[src/rtl/branch_resolve_bht.sv]
// branch_resolve_bht: execute-stage branch/jump resolution with a 2-bit saturating-counter BHT
// Ports:
//   clk, reset        clock and asynchronous active-high reset
//   lk_pc, lk_taken   fetch-side lookup; lk_taken is the MSB of the indexed counter
//   rs_*              execute-side resolve inputs (valid, pc, jump/branch/jalr, carried prediction,
//                     funct3, ALU flags {Zero, Sign, Carry, Overflow})
//   PCSrc             {rs_jalr, resolved & rs_valid}
//   mispredict        registered one-cycle flush pulse
//   resolved_taken_q  registered resolved outcome
//   br_count/mp_count saturating statistics, present only when BRANCH_STATS_EN is defined (else 0)
module branch_resolve_bht #(
    parameter int ADDR_W = 32,
    parameter int IDX_BITS = 4,
    parameter logic [1:0] INIT_CTR = 2'b01,
    parameter int STAT_W = 16
) (
    input  logic              clk,
    input  logic              reset,
    input  logic [ADDR_W-1:0] lk_pc,
    output logic              lk_taken,
    input  logic              rs_valid,
    input  logic [ADDR_W-1:0] rs_pc,
    input  logic              rs_jump,
    input  logic              rs_branch,
    input  logic              rs_jalr,
    input  logic              rs_pred_taken,
    input  logic [2:0]        rs_funct3,
    input  logic [3:0]        rs_flags,
    output logic [1:0]        PCSrc,
    output logic              mispredict,
    output logic              resolved_taken_q,
    output logic [STAT_W-1:0] br_count,
    output logic [STAT_W-1:0] mp_count
);
    localparam int NENT = 2 ** IDX_BITS;
    logic [1:0] ctr [NENT];
    logic [IDX_BITS-1:0] li, ri;
    logic zf, sf, cf, vf, cond, legal, resolved, upd, mp_next;
    logic unused_bits;
    assign li = lk_pc[IDX_BITS+1:2];
    assign ri = rs_pc[IDX_BITS+1:2];
    assign unused_bits = ^{lk_pc[ADDR_W-1:IDX_BITS+2], lk_pc[1:0], rs_pc[ADDR_W-1:IDX_BITS+2], rs_pc[1:0]};
    assign {zf, sf, cf, vf} = rs_flags;
    always_comb begin
        cond = 1'b0;
        case (rs_funct3)
            3'b000:  cond = zf;
            3'b001:  cond = ~zf;
            3'b100:  cond = sf ^ vf;
            3'b101:  cond = ~(sf ^ vf);
            3'b110:  cond = cf;
            3'b111:  cond = ~cf;
            default: cond = 1'b0;
        endcase
    end
    assign legal    = rs_funct3[2:1] != 2'b01;
    assign resolved = rs_jump | (rs_branch & cond);
    // Jumps never train the table, even if rs_branch is also set
    assign upd      = rs_valid & rs_branch & ~rs_jump & legal;
    assign mp_next  = rs_valid & (resolved != rs_pred_taken);
    assign PCSrc    = {rs_jalr, resolved & rs_valid};
    // Pre-update value on a same-index collision: the write lands at the edge
    assign lk_taken = ctr[li][1];
    always_ff @(posedge clk or posedge reset) begin
        if (reset) begin
            for (int i = 0; i < NENT; i++) ctr[i] <= INIT_CTR;
            mispredict       <= 1'b0;
            resolved_taken_q <= 1'b0;
        end else begin
            if (upd)
                ctr[ri] <= cond ? (&ctr[ri] ? ctr[ri] : ctr[ri] + 2'd1)
                                : (|ctr[ri] ? ctr[ri] - 2'd1 : ctr[ri]);
            mispredict       <= mp_next;
            resolved_taken_q <= rs_valid & resolved;
        end
    end
`ifdef BRANCH_STATS_EN
    always_ff @(posedge clk or posedge reset) begin
        if (reset) begin
            br_count <= '0;
            mp_count <= '0;
        end else begin
            br_count <= (upd & ~&br_count) ? br_count + STAT_W'(1) : br_count;
            mp_count <= (mp_next & ~&mp_count) ? mp_count + STAT_W'(1) : mp_count;
        end
    end
`else
    assign br_count = '0;
    assign mp_count = '0;
`endif
endmodule
[config.mk]
export PLATFORM = sky130hd
export DESIGN_NAME = branch_resolve_bht
export DESIGN_NICKNAME = d
export VERILOG_FILES = /design/src/rtl/branch_resolve_bht.sv
export SDC_FILE = /design/constraint.sdc
export NUM_CORES = 1
export LEC_CHECK = 0
export ABC_AREA = 0
export CAP_MARGIN = 20
export CORE_MARGIN = 8
export CORE_UTILIZATION = 40
export DETAILED_ROUTE_END_ITERATION = 8
export GPL_ROUTABILITY_DRIVEN = 0
export PLACE_DENSITY = 0.84
export SLEW_MARGIN = 20
export SYNTH_ARGS = -nofsm -noshare
export SYNTH_HDL_FRONTEND = slang
export SYNTH_SLANG_ARGS = --single-unit
[constraint.sdc]
create_clock -name clk -period 2.19 [get_ports clk]
set_input_delay 0.3285 -clock clk [delete_from_list [all_inputs] [get_ports clk]]
set_output_delay 0.3285 -clock clk [all_outputs]
set_load 0.03 [all_outputs]
; After elaboration in Yosys (flattened, before gate mapping)
; Cells that the tools add are included.
[word_totals]
wordCells = 61
register_bits = 34
in_bits = 78
output_inout_bits = 37
[classes]
add_sub_neg = 2
mux = 13
n_bitwise = 14
order_cmp = 3
reduce_logical = 4
n_eq_ne = 7
[op_table]
columns = operator, n
row1 = bitwise mux 32 bit, 1
row2 = binary-select mux 2 bit (select 4 bit), 2
row3 = two-way mux 2 bit, 8
row4 = "== test 3 bit, second input constant", 4
row5 = "greater-or-equal comparator 5 bit, second input constant", 2
row6 = NOT 4 -> 5 bit, 2
row7 = demux 2 bit (select 4 bit), 1
row8 = AND 1 bit, 6
row9 = case mux 1 bit (6 select lines), 1
row10 = "< comparator 5 x 1 -> 1 bit, second input constant", 1
row11 = NOT 1 bit, 4
row12 = "== test 3 x 1 -> 1 bit, second input constant", 1
row13 = logical NOT 3 bit, 1
row14 = "adder 2 x 1 -> 2 bit, second input constant", 1
row15 = "!= test 2 x 1 -> 1 bit, second input constant", 1
row16 = AND reduction 2 bit, 1
row17 = OR reduction 2 bit, 1
row18 = "subtractor 2 x 1 -> 2 bit, second input constant", 1
row19 = logical AND 1 bit, 1
row20 = != test 1 bit, 1
row21 = OR 1 bit, 1
row22 = bitwise XOR 1 bit, 1

; Longest topological paths before layout
[depth]
depth_word = 8
mapped_depth = 6
depth_no_buf = 5

; Least setup slack after synthesis
; OpenSTA, ideal clock, no wires.
[synth_path]
path_type = input to output
startpoint = input rs_funct3[0]
endpoint = output PCSrc[0]
required_time_ns = 1.862
path_stages = 5
slack_ns = 0.096
n_path_buf = 0
t_arrival_ns = 1.765
cell_sequence = xnor3_1 mux2_2 o22ai_2 a21oi_1 nor2b_1
[synth_via]
elab_chain_cells = 5
[synth_lines]
columns = item, line
row1 = from (decl), 27  ; input logic [2:0] rs_funct3,
row2 = "== test 3 bit, or another cell as far along", 46  ; case (rs_funct3)
row3 = case mux 1 bit (6 select lines) (*), 46
row4 = AND 1 bit (*), 57  ; assign resolved = rs_jump | (rs_branch & cond);
row5 = OR 1 bit (*), 57
row6 = AND 1 bit (*), 61  ; assign PCSrc = {rs_jalr, resolved & rs_valid};
row7 = to (decl), 29  ; output logic [1:0] PCSrc,
; Mark *: on every way between the ends. The rest lies on a longest branch, timed or not.

; Final worst setup path
[layout_path]
startpoint = input lk_pc[2]
endpoint = output lk_taken
[layout_via]
elab_chain_cells = 4
[layout_lines]
columns = item, line
row1 = from (decl), 19  ; input logic [ADDR_W-1:0] lk_pc,
row2 = NOT 4 -> 5 bit (implied by the code), 63  ; assign lk_taken = ctr[li][1];
row3 = binary-select mux 2 bit (select 4 bit), 63
row4 = two-way mux 2 bit (implied by the code) (2 in a row), 63
row5 = to (decl), 20  ; output logic lk_taken,
; No other way between the ends. The select of a mux whose other input is x is not followed.

==> results.rst <==
.. list-table::
   :header-rows: 1

   * - Metric
     - Value
   * - Height of the die
     - approximately 90 microns
   * - Ys Warns
     - 0
   * - Count of cell instances traversed by the critical path
     - 5
   * - Critical path data required time
     - between 1.5 and 2 ns
   * - Number of buffer and inverter stages on the critical path
     - 3
   * - Power per unit of standard cell area
     - between 500 and 600 nW/um^2
   * - Insertion delay to the later sink of the worst-skew pair
     - approximately 0.29 ns
   * - Netlist cell types
     - 30
   * - Layout cells sized above 1
     - 0.5022
   * - Initial core utilization
     - 0.4058
   * - Area of the core region
     - around 5400 sq um
   * - Combined global-route utilization of all metal layers
     - 0.1245
   * - Boundary pin count
     - 115
   * - Total placed cells including tap cells
     - about 280
   * - Die boundary width
     - around 90 microns
   * - Critical-path cell list
     - dlygate4sd2_1 > buf_6 > mux4_2 > mux4_2 > buf_6
   * - Max Clock Skew
     - around 0.0066 ns
   * - Endpoint kind of the worst setup timing path
     - output pin
   * - Hold violation count in the final report
     - 0
   * - Post-Syn Area
     - 2193 sq um
   * - Arrival @ worst endpoint
     - 1.82 ns
   * - Min setup slack post-route
     - about 0.038 ns
   * - Via count
     - 1444
   * - Routed Wire Length
     - about 5 mm
   * - IR drop worst, VDD
     - slightly below 0.4 mV
   * - Time the worst path needs with I/O delays and setup
     - roughly 2.2 ns
   * - Antenna violations before repair
     - 0
   * - MaxCap Viol Count
     - 0
   * - Final routed wire length divided by cell count
     - 17.03 microns
   * - Worst setup slack before clock tree synthesis
     - -0.4300 ns
   * - Status
     - complete, no violations
   * - Number of nets with antenna violations after routing
     - 0
   * - Number of core rows
     - 27
   * - Via-to-Cell Ratio
     - roughly 4.9
   * - Number of levels in the clock H-tree
     - 2
   * - Pin count of the biggest net entering global routing
     - 35
   * - Max Clk Rate
     - roughly 460 MHz
   * - Final Instance Count excl. Fillers
     - between 200 and 300
   * - Die outline area
     - 8109 sq um
   * - Depth of the worst register-to-register path
     - 5
   * - FF-to-FF End
     - ctr[17]
   * - Total CTS buffers
     - 5
   * - Iter 0 DRT Violations
     - between 100 and 150
   * - Cell count after synthesis
     - 169
   * - Tightest Hold Check Type
     - input port to asynchronous set/reset pin
   * - Start point of the critical path
     - lk_pc[2]
   * - Wire length of the first global-routing pass
     - between 8 and 9 mm
   * - Setup TNS
     - 0 ns
   * - Crit path capture
     - lk_taken
   * - Area growth from synthesis to layout
     - 23.45%
   * - Per-instance average area after synthesis
     - roughly 13 sq um
   * - Number of global-route vias before repair
     - 1529
   * - Critical Path Slowest Stage Cell
     - mux4_2
   * - Crit path max fanout
     - 4
   * - Clock tree sinks
     - 34
   * - Overall overflow remaining after global route
     - 0
   * - Fill cells
     - roughly 500
   * - Pleak
     - around 1.3 nW
   * - End-of-flow core utilization
     - 0.5009
   * - Synthesis-stage register bit count
     - 34
   * - Worst path max stage delay
     - around 0.5 ns
   * - Async set-or-reset flop fraction in the synthesized netlist
     - 1.000
   * - Prevailing post-synth register cell
     - dfrtp_1
   * - Clock transition at path regs
     - about 0.070 ns
   * - Final count of pins violating max slew
     - 0
   * - Maximum number of buffers from clock root to sink
     - 2
   * - Unrepaired setup endpoints after global routing
     - yes
   * - Portion of the post-synthesis area used by sequential elements
     - 0.3970
   * - WS Path Type
     - input port to output pin
   * - Worst reg-to-reg setup slack
     - between 0.15 and 0.2 ns
   * - Estimated wirelength of the detail-placed design
     - around 3.8 mm
   * - Clock tree from TritonCTS
     - yes
   * - Start of the worst register-to-register path
     - ctr[25]
   * - Share of the clock period used by the worst path after layout
     - 0.9825
   * - Gate family responsible for the most delay along the worst path
     - multiplexers
   * - Number of nets in the final layout
     - 300
   * - Number of synthesized flops with an enable pin
     - 0
   * - CTS Root Buffer Type
     - clkbuf_8
   * - I/O Buffers
     - 24
   * - Remaining DRCs
     - 0
   * - Number of optimization iterations in the first detailed-route pass
     - 4
   * - Count of endpoints failing setup in the final report
     - 0
   * - Antenna diode count
     - 0
   * - Sort of element at the start of the critical path
     - input port
==> Yosys cell counts (2+ instances only) <==
library cell / n / area [sq um]
buf_4: 33 / 247.7
buf_6: 2 / 22.52
clkbuf_1: 3 / 11.26
dfrtp_1: 18 / 450.4
dfstp_2: 16 / 420.4
maj3_2: 4 / 45.04
mux2_2: 34 / 382.9
mux2_4: 3 / 45.04
mux2i_1: 3 / 30.03
mux4_1: 2 / 52.55
mux4_2: 11 / 247.7
nand2_1: 6 / 22.52
nand2b_1: 6 / 37.54
nand3_1: 3 / 15.01
nor2_1: 7 / 26.28
nor2b_1: 3 / 18.77
xnor2_1: 2 / 17.52
==> worst min-delay path by stage <==
| stage | start | endpoint | slack (ns) | cells after the start |
|---|---|---|---|---|
| global placement | ctr[15] | ctr[15] | 0.51 | 1 |
| finish | reset | ctr[9] | 0.43 | 3 |
| CTS | reset | ctr[9] | 0.44 | 3 |
| detailed placement | ctr[9] | ctr[9] | 0.52 | 1 |
| global route | reset | ctr[19] | 0.49 | 3 |
| floorplan | reset | ctr[11] | 0.46 | 1 |
==> cells in the final DEF, fill, tap and decap left out, types with 5 or more instances in the layout <==
cell,instances
conb_1,32
mux2_2,31
buf_4,28
dfrtp_1,18
dfstp_2,16
clkdlybuf4s50_1,13
mux4_2,12
nor2_1,7
mux2_4,6
nand2b_1,6
clkbuf_8,6
dlygate4sd2_1,6
nand2_1,5
==> state kept, by name, indices dropped and copies added, names as in the netlist <==
name              flops
ctr                  32
mispredict            1
resolved_taken_q      1
==> worst min-delay path: cells and delay by family <==
family / cells / cell delay [ns]
buf+inv: 3 / 0.81
==> layer usage <==
layer  vias up  part of all wire  track usage
met3         7             0.091      0.05154
met5         -                 0            0
met1       724              0.42       0.1503
met4         0             0.012      0.03883
li1        646                 -            -
met2        67              0.47       0.1969
==> layout make-up <==
cell class	count	area, sq um	area share
Multi-Input combinational cell	126	1180	0.4358
Sequential cell	34	870.8	0.3216
Timing Repair Buffer	54	473.0	0.1747
Clock buffer	8	90.09	0.03327
Tap cell	72	90.09	0.03327
Inverter	1	3.754	0.001386
==> logic make-up after synthesis <==
group           synth area share
mux                       0.3457
flops                     0.3970
fa+ha+maj                0.02053
simple gates             0.07702
xor+xnor                 0.01826
other cells             0.001710
compound gates          0.007983
buf+inv                   0.1318
==> metrics by stage <==
step	area (sq um)	hold slack [ns]	power, mW
global placement	2507	0.5099	1.042
floorplan	2310	0.4582	0.9831
CTS	2683	0.4365	1.560
detailed placement	2507	0.5222	1.053
finish	2708	0.4337	1.546
global route	2708	0.4922	1.620
==> what timing repair did <==
| item | in CTS | in global routing |
|---|---|---|
| endpoints found under the setup margin | 33 | 5 |
| resized for setup | 17 | 6 |
| setup buffers | 8 | 1 |
| cloned | 0 | 0 |
| pin swaps | 5 | 3 |
| endpoints found under the hold margin | 0 | 0 |
| hold buffers | 0 | 0 |
==> power by group <==
group / leakage (nW) / switching, mW / internal [mW]
Sequential: 0.415 / 0.0211 / 0.688
Clock: 0.0455 / 0.218 / 0.256
Combinational: 0.799 / 0.199 / 0.163
Total: 1.26 / 0.439 / 1.11
No activity file was read; power rests on OpenSTA's default activity.
